--- config.mk ---
export PLATFORM = sky130hd
export DESIGN_NAME = phase_timer
export DESIGN_NICKNAME = d
export VERILOG_FILES = /design/src/rtl/phase_timer.sv
export SDC_FILE = /design/constraint.sdc
export NUM_CORES = 1
export LEC_CHECK = 0
export ABC_AREA = 1
export CORE_UTILIZATION = 45
export CTS_CLUSTER_SIZE = 28
export DETAILED_ROUTE_END_ITERATION = 8
export PLACE_DENSITY_LB_ADDON = 0.12
export SETUP_SLACK_MARGIN = 0.05
export SYNTH_ARGS = -nofsm -noshare
export SYNTH_HDL_FRONTEND = slang
export SYNTH_SLANG_ARGS = --single-unit
--- constraint.sdc ---
create_clock -name clk -period 6.4 [get_ports clk]
set_input_delay 1.28 -clock clk [delete_from_list [all_inputs] [get_ports clk]]
set_output_delay 1.28 -clock clk [all_outputs]
set_load 0.03 [all_outputs]
--- src/rtl/phase_timer.sv ---
// rtl/phase_timer.sv - multi-phase countdown engine with prescaled tick; optional running total under PHASE_TIMER_TOTAL_EN
module phase_timer #(
  parameter int NUM_PHASES = 8,
  parameter int PHASE_W    = 4,
  parameter int TICK_DIV   = 5000,
  localparam int IDX_W     = (NUM_PHASES > 1) ? $clog2(NUM_PHASES) : 1,
  localparam int SUM_W     = PHASE_W + $clog2(NUM_PHASES + 1)
) (
  input  logic                          clk,
  input  logic                          rst_n,
  input  logic                          load,
  input  logic                          start,
  input  logic                          pause,
  input  logic                          abort,
  input  logic [NUM_PHASES*PHASE_W-1:0] durations,
  output logic [NUM_PHASES*PHASE_W-1:0] remain,
  output logic [IDX_W-1:0]              phase_idx,
  output logic [2:0]                    state,
  output logic                          tick,
  output logic                          phase_done,
  output logic                          finished,
  output logic [SUM_W-1:0]              total_remain
);

  localparam int PRE_W = $clog2(TICK_DIV);
  localparam logic [PRE_W-1:0] TERM = PRE_W'(TICK_DIV - 1);

  typedef enum logic [2:0] {
    S_IDLE   = 3'd0,
    S_LOADED = 3'd1,
    S_RUN    = 3'd2,
    S_PAUSE  = 3'd3,
    S_DONE   = 3'd4
  } state_t;

  state_t                          state_q, state_d;
  logic [NUM_PHASES*PHASE_W-1:0]   remain_q, remain_d;
  logic [PRE_W-1:0]                presc_q, presc_d;
  logic                            tick_q, tick_d;
  logic                            phase_done_q, phase_done_d;
  logic [IDX_W-1:0]                idx;
  logic [PHASE_W-1:0]              fld;
  logic                            terminal;

  // Active phase is the highest-index nonzero field; zero fields are skipped
  always_comb begin
    idx = '0;
    for (int k = 0; k < NUM_PHASES; k++) begin
      if (remain_q[k*PHASE_W +: PHASE_W] != '0) idx = IDX_W'(k);
    end
  end

  // Command decode (abort > load > start > pause) and prescaled countdown
  always_comb begin
    state_d      = state_q;
    remain_d     = remain_q;
    presc_d      = presc_q;
    tick_d       = 1'b0;
    phase_done_d = 1'b0;
    fld          = '0;
    terminal     = (state_q == S_RUN) && (presc_q == TERM);
    if (abort) begin
      state_d  = S_IDLE;
      remain_d = '0;
      presc_d  = '0;
    end else if (load) begin
      // In RUN/PAUSE the load is ignored, but it still owns the cycle: nothing advances
      if (state_q == S_IDLE || state_q == S_LOADED || state_q == S_DONE) begin
        state_d  = S_LOADED;
        remain_d = durations;
        presc_d  = '0;
      end
    end else if (start && (state_q == S_LOADED || state_q == S_PAUSE)) begin
      // The start edge itself does not advance the prescaler
      if (remain_q == '0) begin
        state_d = S_DONE;
        presc_d = '0;
      end else begin
        state_d = S_RUN;
      end
    end else if (state_q == S_RUN) begin
      if (pause) state_d = S_PAUSE;
      if (terminal) begin
        tick_d  = 1'b1;
        presc_d = '0;
        for (int k = 0; k < NUM_PHASES; k++) begin
          if (IDX_W'(k) == idx) fld = remain_q[k*PHASE_W +: PHASE_W];
        end
        if (fld != '0) begin
          for (int k = 0; k < NUM_PHASES; k++) begin
            if (IDX_W'(k) == idx) remain_d[k*PHASE_W +: PHASE_W] = fld - PHASE_W'(1);
          end
          if (fld == PHASE_W'(1)) phase_done_d = 1'b1;
        end
        if (remain_d == '0) state_d = S_DONE;
      end else if (!pause) begin
        presc_d = presc_q + PRE_W'(1);
      end
    end
  end

  // Core state registers
  always_ff @(posedge clk or negedge rst_n) begin
    if (!rst_n) begin
      state_q      <= S_IDLE;
      remain_q     <= '0;
      presc_q      <= '0;
      tick_q       <= 1'b0;
      phase_done_q <= 1'b0;
    end else begin
      state_q      <= state_d;
      remain_q     <= remain_d;
      presc_q      <= presc_d;
      tick_q       <= tick_d;
      phase_done_q <= phase_done_d;
    end
  end

`ifdef PHASE_TIMER_TOTAL_EN
  logic [SUM_W-1:0] total_q, total_d, dur_sum;
  logic             load_ok;

  // Running total: reloaded with the sum of durations, stepped down once per tick
  always_comb begin
    dur_sum = '0;
    for (int k = 0; k < NUM_PHASES; k++) begin
      dur_sum = dur_sum + SUM_W'(durations[k*PHASE_W +: PHASE_W]);
    end
    load_ok = !abort && load && (state_q != S_RUN) && (state_q != S_PAUSE);
    total_d = total_q;
    if (abort)                         total_d = '0;
    else if (load_ok)                  total_d = dur_sum;
    else if (tick_d && total_q != '0)  total_d = total_q - SUM_W'(1);
  end

  // Total register
  always_ff @(posedge clk or negedge rst_n) begin
    if (!rst_n) total_q <= '0;
    else        total_q <= total_d;
  end

  assign total_remain = total_q;
`else
  assign total_remain = '0;
`endif

  assign remain     = remain_q;
  assign phase_idx  = idx;
  assign state      = state_q;
  assign tick       = tick_q;
  assign phase_done = phase_done_q;
  assign finished   = (state_q == S_DONE);

endmodule
* Word level (Yosys, flattened, before mapping)
Index checks and enable logic that the tools add are counted.
** Storage, ports and cells
- Register bits :: 50
- Input bits :: 38
- Output and inout bits :: 49
- Logic and storage cells :: 116
** Cells by class
- $add $sub $neg :: 2
- Equal/unequal tests :: 17
- Mux-type cells :: 69
- Reductions and logical operators :: 23
** Operators with widths (number)
- $mux W32 :: 12
- $mux W13 :: 8
- $mux W4 :: 21
- $logic_not A32 Y1 :: 2
- $mux W3 :: 14
- $reduce_bool A4 Y1 :: 9
- $add A13 B1 Y13 const B :: 1
- $eq A13 B13 Y1 const B :: 1
- $mux W1 :: 13
- $eq A3 B3 Y1 const A :: 4
- $reduce_and A4 Y1 :: 2
- $eq A2 B3 Y1 const A :: 2
- $eq A3 B2 Y1 const B :: 2
- $logic_not A3 Y1 :: 2
- $reduce_bool A3 Y1 :: 2
- $ne A5 B2 Y1 const B :: 1
- $eq A4 B1 Y1 const B :: 1
- $ne A4 B3 Y1 const B :: 1
- $sub A4 B1 Y4 const B :: 1
- $eq A1 B3 Y1 const A :: 1
- $eq A3 B1 Y1 const B :: 1
- $eq A3 B3 Y1 const B :: 1
- $logic_or A1 B1 Y1 :: 3
- $ne A3 B1 Y1 const B :: 1
- 4 further kinds :: 5

* Logic depth before layout (Yosys ltp)
Gate-level depths: netlist of the first run.
- Depth in word-level cells :: 37
- Depth in mapped cells :: 32
- Mapped depth without buffers :: 32

* Worst setup path after synthesis of the first run
Ideal clock, no wire load.
- Path kind :: reg-to-reg
- Start :: register remain_q[16] (netlist: remain[16])
- End :: register state_q[1] (netlist: state[1])
- Library setup time :: 117 ps
- Data arrival time :: 3213 ps
- Required time :: 6283 ps
- Slack :: 3070 ps
- Stages on the path, launching flop included :: 29
- Path buffers :: 1
- Period minus slack after synthesis :: 3330 ps
- Path through :: dfrtp_1 > nor2_2 > nand3_2 > nor2_4 > nand2_1 > nand2_4 > nand4_4 > inv_4 > nand2_1 > nand2_1 > nand2_1 > nand2_1 > nand2_1 > a21oi_1 > ha_1 > nand3_4 > nor2_4 > buf_6 > nor2_1 > a21oi_2 > nand2_1 > nor2_1 > nand2_1 > nor2_1 > nand3_1 > nand2_1 > nand2_1 > nand2_1 > nand2_1
** Between the ends
- Cells in the longest elaborated chain, start to end :: 34
- Elaborated cells on any way between the ends :: 51
- Those cells by class :: add/sub: 1; eq/ne: 7; mux: 38; reduce/logical: 5
** Ends and longest elaborated chain
- start, declared :: RTL line 37 : logic [NUM_PHASES*PHASE_W-1:0] remain_q, remain_d;
- start signal, assigned :: RTL line 112 : remain_q <= remain_d;
- $reduce_bool A4 Y1 * :: RTL line 49 : if (remain_q[k*PHASE_W +: PHASE_W] != '0) idx = IDX_W'(k);
- $mux W3 * (4 in a row) :: RTL line 49
- net phase_idx[1] :: RTL line 17 : output logic [IDX_W-1:0] phase_idx,
- $logic_not A3 Y1 :: RTL line 87, 91
- $mux W4 (8 in a row) :: RTL line 87 : if (IDX_W'(k) == idx) fld = remain_q[k*PHASE_W +: PHASE_W];
- $mux W4 :: RTL line 83 : if (terminal) begin
- $mux W4 :: RTL line 81 : end else if (state_q == S_RUN) begin
- $mux W4 :: RTL line 73 : end else if (start && (state_q == S_LOADED || state_q == S_PAUSE)) begin
- [... 9 more ...]
- $mux W32 * :: RTL line 62 : if (abort) begin
- $logic_not A32 Y1 * :: RTL line 95 : if (remain_d == '0) state_d = S_DONE;
- $mux W3 * :: RTL line 95
- $mux W3 * :: RTL line 83
- $mux W3 * :: RTL line 81
- $mux W3 * :: RTL line 73
- $mux W3 * :: RTL line 66 : end else if (load) begin
- $mux W3 * :: RTL line 62
- end signal, assigned :: RTL line 111 : state_q <= state_d;
- end, declared :: RTL line 36 : state_t state_q, state_d;
Mark *: on every way through the listed nets, which the timed path passes. The rest lies on a longest branch. The select of a mux whose other input is x is not followed.
A chain may end at the register's enable or synchronous reset.

* Worst setup path in the final report of the first run
- Start :: register remain_q[30] (netlist: remain[30])
- End :: register state_q[1] (netlist: state[1])
** Between the ends
- Cells in the longest elaborated chain, start to end :: 31
- Elaborated cells on any way between the ends :: 48
- Those cells by class :: add/sub: 1; eq/ne: 7; mux: 35; reduce/logical: 5
** Ends and longest elaborated chain (RTL line)
- $reduce_bool A4 Y1 :: 49
- $mux W3 :: 49
- $logic_not A3 Y1 :: 87, 91
- $mux W4 (8 in a row) :: 87
- $mux W4 :: 83
- $mux W4 :: 81
- $mux W4 :: 73
- $mux W4 :: 66
- [... 8 more ...]
- $mux W32 :: 62
- $logic_not A32 Y1 :: 95
- $mux W3 :: 95
- $mux W3 :: 83
- $mux W3 :: 81
- $mux W3 * :: 73
- $mux W3 * :: 66
- $mux W3 * :: 62
Every way passes the cells marked *; elsewhere a longest branch is shown, timed or not. The select of a mux whose other input is x is not followed.

==> results.cfg, run 1 <==
[status]
status = finished, final reports clean

[hold_path]
hold_class = register to register
hold_path_depth = 2
hold_path_end = presc_q[11]$_DFFE_PN0P_
hp-start = presc_q[11]$_DFFE_PN0P_

[worst_setup_path]
ff2ff_path_depth = 25
crit_path_end_kind = register
cp-start-kind = register
reg2reg_to = state[1]$_DFFE_PN0P_
cpMaxStageDelayCell = nor2_4
critPathMaxStageDelay_ns = 0.53
crit_arrival_ns = 4.74
crit_top_cell = nand2_1
crit_start = remain[30]$_DFFE_PN0P_
reg2reg_slack_ns = 1.89
worstReg2RegStart = remain[30]$_DFFE_PN0P_
crit_path_max_fanout = 20
cp_data_required_time_ns = 6.62
crit_type = register to register

[yosys]
syn_area_um2 = 4070
synth_xor_area_share_pct = 1.72
synth_top_area_cell = dfrtp_1
ys_ff_latch = 50
yosys.area_share.adder_pct = 0.923
yosys_most_used_dff = dfrtp_1
yosys.area_share.simple_pct = 35.6
synth_top_family_by_area = simple AND/OR/NAND/NOR gates
synth-edff-count = 0
synthTopCellsByArea = dfrtp_1, nand2_1, nor2_1, a21oi_1, inv_1
muxShareOfSynthArea_pct = 0
syn_area_per_cell_um2 = 6.73
async_reset_ff_share_pct = 100
synthCells = 605
synthDistinctLibCells = 46
synth_compound_area_share_pct = 18.9
seq_area_frac_synth_pct = 30.8
yosysWarnings = 0
yosysTopAreaCellShare_pct = 30.8

[sta]
fmax_mhz = 222
worst_slew_pin_slew_ns = 1.26
fin_setup_tns_ns = 0
slew_headroom_pct = 15.6
rsz0062_at_grt = no
period_needed_ns = 4.51
finClkSkew_ns = 0.0118
finalMaxSlewViolations = 0
worst_slack_ns = 1.89
finalHoldViolCount = 0
fin_crit_sh_pct = 70.5
final-setup-viol-count = 0

[cts]
htreeDepth = 2
cts.sinks = 50
cts_buffers = 5
cts.path.max_buffers = 2
cts_tree = done
cts_root_buffer = clkbuf_8
clk_pin_slew_ns = 0.11
cts_hold_buf = 0
post-cts-setup-buffers = 0
cts-resized-gates = 0
insertion_delay_ns = 0.33

[global_routing]
grt_pass1_wl_um = 21200
grt_pass1_vias = 4348
grt_max_degree = 65
overflow = 0
antenna_found_initial = 0
grt_usage_pct = 27.7

[placed_design]
hpwl_um = 9480
place_congestion = 0.958
port_buffers = 78
place_ws_ns = 2.01

[routing]
dr.pass1.iters = 5
postRouteAntennaNets = 0
wl_per_cell_um = 16.3
vias_per_cell = 5.53
drt_first_iter_violations = 251
remaining_drc_errors = 0
drt_wl_total_um = 12800
vias = 4327

[floorplan]
core.rowCount = 34
coreArea_um2 = 8720
start_util_pct = 46.7
die_w_um = 97.1
dieArea_um2 = 9430
die_y_um = 97.1
ioPinCount = 87

[final_layout]
filler_cell_count = 852
layout.nets = 714
drive_above_1_share_pct = 10.5
antenna_cells = 0
syn_to_final_growth_pct = 22.1

[power]
p_leak_nw = 2.31
powerDensity_nw_per_um2 = 242
ir_drop_mv = 0.164

[flow_run]
cap_viol_max_count = 0
## metal layers
layer	wire length (um)	up-vias	share of wire (%)	GRT usage [%]
met5	0	-	0	0
met4	343	0	2.7	9.30
met1	5510	2047	43	35.4
met3	649	27	5.1	3.88
li1	-	2106	-	-
met2	6260	147	49	47.9
## critical path: cells and delay by family, from the launching register on
kind                     cells  cell delay, ns
AND/OR/NAND/NOR             18            2.79
AO/OA/AOI/OAI                2            0.49
buffers and inverters        4            0.45
flip-flops                   1            0.41
adder cells (fa/ha/maj)      1            0.26
## through the flow
stage               cells  hold slack, ns  power (mW)  area (um2)  util, %
detailed placement    774           0.550       0.987        4870     55.8
CTS                   782           0.567        1.20        4970     57.0
floorplan             612           0.513       0.792        4100        -
finish                782           0.562        1.20        4970     57.0
global route          782           0.614        1.28        4970     57.0
global placement      774           0.543       0.984        4870     55.8
## Yosys cell counts (2+ instances only)
cell type	n
nor2_1	69
nand3_2	2
nand2_2	7
or2_2	2
a21oi_1	50
nand2_4	4
inv_4	2
nand4_4	3
dfrtp_1	50
inv_2	20
o21ai_1	9
inv_1	61
clkinv_1	2
buf_2	2
buf_4	10
a22oi_1	30
o21bai_1	2
a21oi_2	2
nand2_1	144
nor3_1	16
clkbuf_1	12
nand3_1	32
o211ai_1	3
buf_6	3
nor2_2	4
nand4_1	12
a211oi_1	3
o21ai_0	21
nor2_4	2
ha_1	3
xor2_1	8
## sequential cells by signal, summed over array words and instances (netlist names)
name        count
remain         32
presc_q        13
state           3
phase_done      1
tick            1
## worst max-delay path by stage
stage	cells after the start	slack [ns]	end
after floorplan	28	3.07	state[1]$_DFFE_PN0P_
after global placement	25	2.05	state[0]$_DFFE_PN0P_
after detailed placement	8	2.01	presc_q[10]$_DFFE_PN0P_
after CTS	25	2.00	state[1]$_DFFE_PN0P_
after global routing	25	1.55	state[1]$_DFFE_PN0P_
final	25	1.89	state[1]$_DFFE_PN0P_
## area by class of cell
type / count / area [um2] / share of cell area [%]
timing repair buffer: 81 / 798 / 16.1
multi-input combinational: 450 / 2360 / 47.5
clock inverter: 3 / 28.8 / 0.579
sequential: 50 / 1250 / 25.2
clock buffer: 5 / 68.8 / 1.39
inverter: 85 / 324 / 6.52
tap: 108 / 135 / 2.72
## logic make-up after synthesis
logic type | Yosys count
compound gates | 126
xor+xnor | 8
fa+ha+maj | 3
buf+inv | 112
flops | 50
other cells | 1
simple gates | 305
## power breakdown
group	switching (mW)	total [mW]	internal, mW
registers	0.0376	0.387	0.349
logic	0.408	0.600	0.193
clock network	0.131	0.214	0.0823
total	0.576	1.20	0.624
## cell usage in the layout (no fill, tap or decap), drive strengths merged
cell           count
dfrtp             50
nand3b             1
a22oi             30
nand2            155
a21oi             53
a211oi             3
nand4             16
nand3             35
inv               85
clkbuf             5
xor2               8
conb               8
or2                2
buf                4
or4                1
a221oi             1
clkdlybuf4s50     77
clkinv             3
o211ai             3
nor2              76
o41ai              1
o21ai             32
o21a               1
nor3              18
ha                 3
o21bai             2
nor4               1
No activity file was read; power rests on OpenSTA's default activity.
==> run 2: changes to the inputs <==
- clock period: 6.4 -> 4 ns (I/O delays scaled with it)
==> run 2 against run 1 <==
Die area unchanged. Final cell count rose by 5.8%. Setup slack got worse by 1.6 ns.
==> results.cfg, run 2 (synthesis gave the netlist of run 1 again) <==
[worst_setup_path]
crit_start = remain[22]$_DFFE_PN0P_
crit_type = register to register
cpMaxStageDelayCell = dfrtp_1
worstReg2RegStart = remain[22]$_DFFE_PN0P_
crit_arrival_ns = 3.95
ff2ff_path_depth = 28
crit_top_cell = nand2_1
critPathMaxStageDelay_ns = 0.39
cp-start-kind = register
cp_data_required_time_ns = 4.22
reg2reg_slack_ns = 0.27
crit_path_max_fanout = 9
reg2reg_to = state[1]$_DFFE_PN0P_
crit_path_end_kind = register

[power]
powerDensity_nw_per_um2 = 381
ir_drop_mv = 0.207
p_leak_nw = 2.53

[sta]
fmax_mhz = 268
finalHoldViolCount = 0
finClkSkew_ns = 0.0124
slew_headroom_pct = 59.9
fin_crit_sh_pct = 93.2
final-setup-viol-count = 0
finalMaxSlewViolations = 0
period_needed_ns = 3.73
rsz0062_at_grt = no
fin_setup_tns_ns = 0
worst_slew_pin_slew_ns = 0.600
holdWs_ns = 0.446

[final_layout]
layout.nets = 759
filler_cell_count = 842
drive_above_1_share_pct = 17.2
fin_cells = 827
fin_util_pct = 61.7
syn_to_final_growth_pct = 32.2
antenna_cells = 0
largest_reg_flops = 32
mostFrequentLayoutCells = nand2_1, clkdlybuf4s50_1, nor2_1, inv_1
final_common_cell = nand2_1

[global_routing]
grt_pass1_wl_um = 21400
grt_max_degree = 36
overflow = 0
grt_usage_pct = 28.3
antenna_found_initial = 0
grt_pass1_vias = 4201

[floorplan]
die_y_um = 97.1
start_util_pct = 46.7
ioPinCount = 87
die_w_um = 97.1
coreArea_um2 = 8720
dieArea_um2 = 9430
core.rowCount = 34

[cts]
cts_buffers = 5
cts_hold_buf = 0
insertion_delay_ns = 0.31
cts.sinks = 50
cts_root_buffer = clkbuf_8
clk_pin_slew_ns = 0.11
htreeDepth = 2
cts.path.max_buffers = 2
cts_tree = done

[routing]
remaining_drc_errors = 0
drt_first_iter_violations = 259
postRouteAntennaNets = 0
vias_per_cell = 5.47
wl_per_cell_um = 16.3
drt_wl_total_um = 13500
dr.pass1.iters = 5
vias = 4524

[status]
status = finished, final reports clean

[flow_run]
cap_viol_max_count = 0

[placed_design]
port_buffers = 78
dp_cells = 786
place_congestion = 0.964
hpwl_um = 10200

[hold_path]
hold_class = input pin to asynchronous set/reset pin
## run 2: cell types whose count changed in the layout (fill, tap and decap cells not counted), sizes merged
cell,delta
buf,+45
clkbuf,+2
inv,-2
## run 2: layout make-up
type	instances	area, um2	area share (%)
well taps	108	135	2.51
repair buffers	126	1180	21.9
clock inverters	1	8.76	0.163
inverters	85	327	6.07
multi-input cells	450	2390	44.5
flip-flops and latches	50	1250	23.3
clock buffers	7	86.3	1.61
## run 2: layer usage
| layer | vias to the layer above | wire length (um) | GRT usage, % |
|---|---|---|---|
| li1 | 2198 | - | - |
| met1 | 2108 | 5790 | 38.8 |
| met2 | 183 | 6290 | 45.0 |
| met3 | 35 | 926 | 4.10 |
| met4 | 0 | 472 | 11.1 |
| met5 | - | 0 | 0 |
## run 2: worst max-delay path by stage
stage                     slack, ns  cells after the start              endpoint
after global routing           0.04                     29  state[0]$_DFFE_PN0P_
after CTS                      0.09                     28  state[0]$_DFFE_PN0P_
after global placement         0.02                     28  state[1]$_DFFE_PN0P_
final                          0.27                     28  state[1]$_DFFE_PN0P_
after floorplan                0.67                     28  state[1]$_DFFE_PN0P_
after detailed placement       0.06                     28  state[0]$_DFFE_PN0P_
## run 2: where the power goes
group	internal, mW	leakage (nW)	switching, mW
Clock	0.144	0.0489	0.189
Combinational	0.408	1.84	0.690
Sequential	0.559	0.645	0.0575
## run 2: critical path: cells and delay by family (launching register included)
family / cells / cell delay (ns)
adder cells (fa/ha/maj): 1 / 0.23
flip-flops: 1 / 0.39
buffers and inverters: 3 / 0.42
AO/OA/AOI/OAI: 1 / 0.18
AND/OR/NAND/NOR: 23 / 2.39
## run 2: repair_timing
item	CTS	global route
cloned	0	0
buffers inserted	2	31
setup endpoints to repair	2	3
pin swaps	1	13
gates resized for setup	0	14
## run 2: metrics by stage
stage / setup WS [ns] / total power, mW / cell area, um2
floorplan: 0.670 / 1.27 / 4100
global placement: 0.0188 / 1.62 / 4980
detailed placement: 0.0625 / 1.62 / 4980
CTS: 0.0856 / 1.97 / 5110
global route: 0.0351 / 2.17 / 5380
finish: 0.274 / 2.05 / 5380
==> run 3: changes to the inputs <==
- CAP_MARGIN: default -> 10
- PLACE_DENSITY: default -> 0.75
- PLACE_DENSITY_LB_ADDON: 0.12 -> default
==> run 3 against run 2 <==
Wire length is 2.1% lower. Setup slack worse by 0.082 ns. Via count is 1.9% lower. Critical path depth stayed put. Clock skew hardly changed. Fmax is 2.1% lower. Clock-buffer cell count is 1 lower. Final cell count is 3.3% lower. Die area stayed put. Critical endpoint unchanged. Largest cell class unchanged. Highest routed layer unchanged.
==> results.cfg, run 3 (synthesis gave the netlist of run 1 again) <==
[status]
status = finished, final reports clean

[final_layout]
layout.nets = 732
final_common_cell = nand2_1
fin_cells = 800
mostFrequentLayoutCells = nand2_1, clkdlybuf4s50_1, nor2_1, inv_1, dfrtp_1
fin_util_pct = 59.2
largest_reg_flops = 32
antenna_cells = 0
fin_area_um2 = 5170
drive_above_1_share_pct = 13.6
syn_to_final_growth_pct = 27.0

[placed_design]
place_ws_ns = 0.0632
hpwl_um = 10100
dp_cells = 785
port_buffers = 78
place_congestion = 1.01
placed_cell_area_um2 = 4960

[worst_setup_path]
crit_top_cell = nand2_1
crit_arrival_ns = 4.03
ff2ff_path_depth = 28
crit_path_end_kind = register
reg2reg_slack_ns = 0.19
reg2reg_to = state[1]$_DFFE_PN0P_
critPathMaxStageDelay_ns = 0.39
crit_type = register to register
worstReg2RegStart = remain[26]$_DFFE_PN0P_
cpMaxStageDelayCell = dfrtp_1
cp_data_required_time_ns = 4.22
cp-start-kind = register
crit_path_max_fanout = 15

[routing]
remaining_drc_errors = 0
drt_first_iter_violations = 298
dr.pass1.iters = 5
vias_per_cell = 5.55
wl_per_cell_um = 16.5
drt_wl_total_um = 13200
postRouteAntennaNets = 0
vias = 4439

[floorplan]
die_y_um = 97.1
dieArea_um2 = 9430
die_w_um = 97.1
start_util_pct = 46.7
ioPinCount = 87
coreArea_um2 = 8720
core.rowCount = 34

[sta]
fin_setup_tns_ns = 0
slew_headroom_pct = 61.0
fmax_mhz = 263
fin_crit_sh_pct = 95.2
period_needed_ns = 3.81
worst_slew_pin_slew_ns = 0.585
finalHoldViolCount = 0
final-setup-viol-count = 0
finalMaxSlewViolations = 0
finClkSkew_ns = 0.0127
worst_slack_ns = 0.192
rsz0062_at_grt = no
holdWs_ns = 0.474

[cts]
cts_root_buffer = clkbuf_8
cts_buffers = 5
cts.sinks = 50
insertion_delay_ns = 0.31
htreeDepth = 2
clk_pin_slew_ns = 0.11
cts_tree = done
cts.path.max_buffers = 2
cts_hold_buf = 0

[global_routing]
grt_usage_pct = 28.1
antenna_found_initial = 0
grt_pass1_vias = 4200
overflow = 0
grt_max_degree = 65
grt_pass1_wl_um = 21300

[power]
p_total_mw = 2.02
powerDensity_nw_per_um2 = 392
p_leak_nw = 2.41
ir_drop_mv = 0.223

[hold_path]
hold_class = input pin to asynchronous set/reset pin

[flow_run]
cap_viol_max_count = 0
-- run 3: repair_timing --
item / CTS / global route
setup endpoints to repair: 0 / 3
gates resized for setup: 0 / 7
buffers inserted: 0 / 7
-- run 3: worst max path at each step --
stage,endpoint,startpoint,slack (ns)
2_1_floorplan,state[1]$_DFFE_PN0P_,remain[16]$_DFFE_PN0P_,0.67
3_3_place_gp,state[0]$_DFFE_PN0P_,remain[21]$_DFFE_PN0P_,0.05
3_5_place_dp,state[0]$_DFFE_PN0P_,remain[21]$_DFFE_PN0P_,0.06
4_1_cts,state[0]$_DFFE_PN0P_,remain[21]$_DFFE_PN0P_,0.06
5_1_grt,state[0]$_DFFE_PN0P_,remain[23]$_DFFE_PN0P_,0.02
6_report,state[1]$_DFFE_PN0P_,remain[26]$_DFFE_PN0P_,0.19
-- run 3: routing by layer --
| metal | wire [um] | part of all wire [%] | global-route usage (%) | vias to the layer above |
|---|---|---|---|---|
| met2 | 6290 | 48 | 45.7 | 210 |
| met5 | 0 | 0 | 0 | - |
| met3 | 940 | 7.1 | 4.75 | 21 |
| met1 | 5690 | 43 | 38.0 | 2061 |
| li1 | - | - | - | 2147 |
| met4 | 270 | 2.0 | 9.41 | 0 |
-- run 3: final cells by class --
class	count	area (um2)
fillers	832	3550
multi-input cells	450	2370
flip-flops and latches	50	1250
repair buffers	99	962
inverters	85	327
well taps	108	135
clock buffers	6	82.6
clock inverters	2	38.8
-- run 3: report_power, final --
part / total [mW] / internal, mW / switching [mW]
Clock: 0.397 / 0.206 / 0.191
Combinational: 1.01 / 0.347 / 0.660
Sequential: 0.618 / 0.558 / 0.0600
Total: 2.02 / 1.11 / 0.911
-- run 3: worst max-delay path, delay by kind of cell, from the launching register on --
family	cells	cell delay (ns)
AND/OR/NAND/NOR	22	2.32
AO/OA/AOI/OAI	1	0.16
buffers and inverters	4	0.60
adder cells (fa/ha/maj)	1	0.22
flip-flops	1	0.39
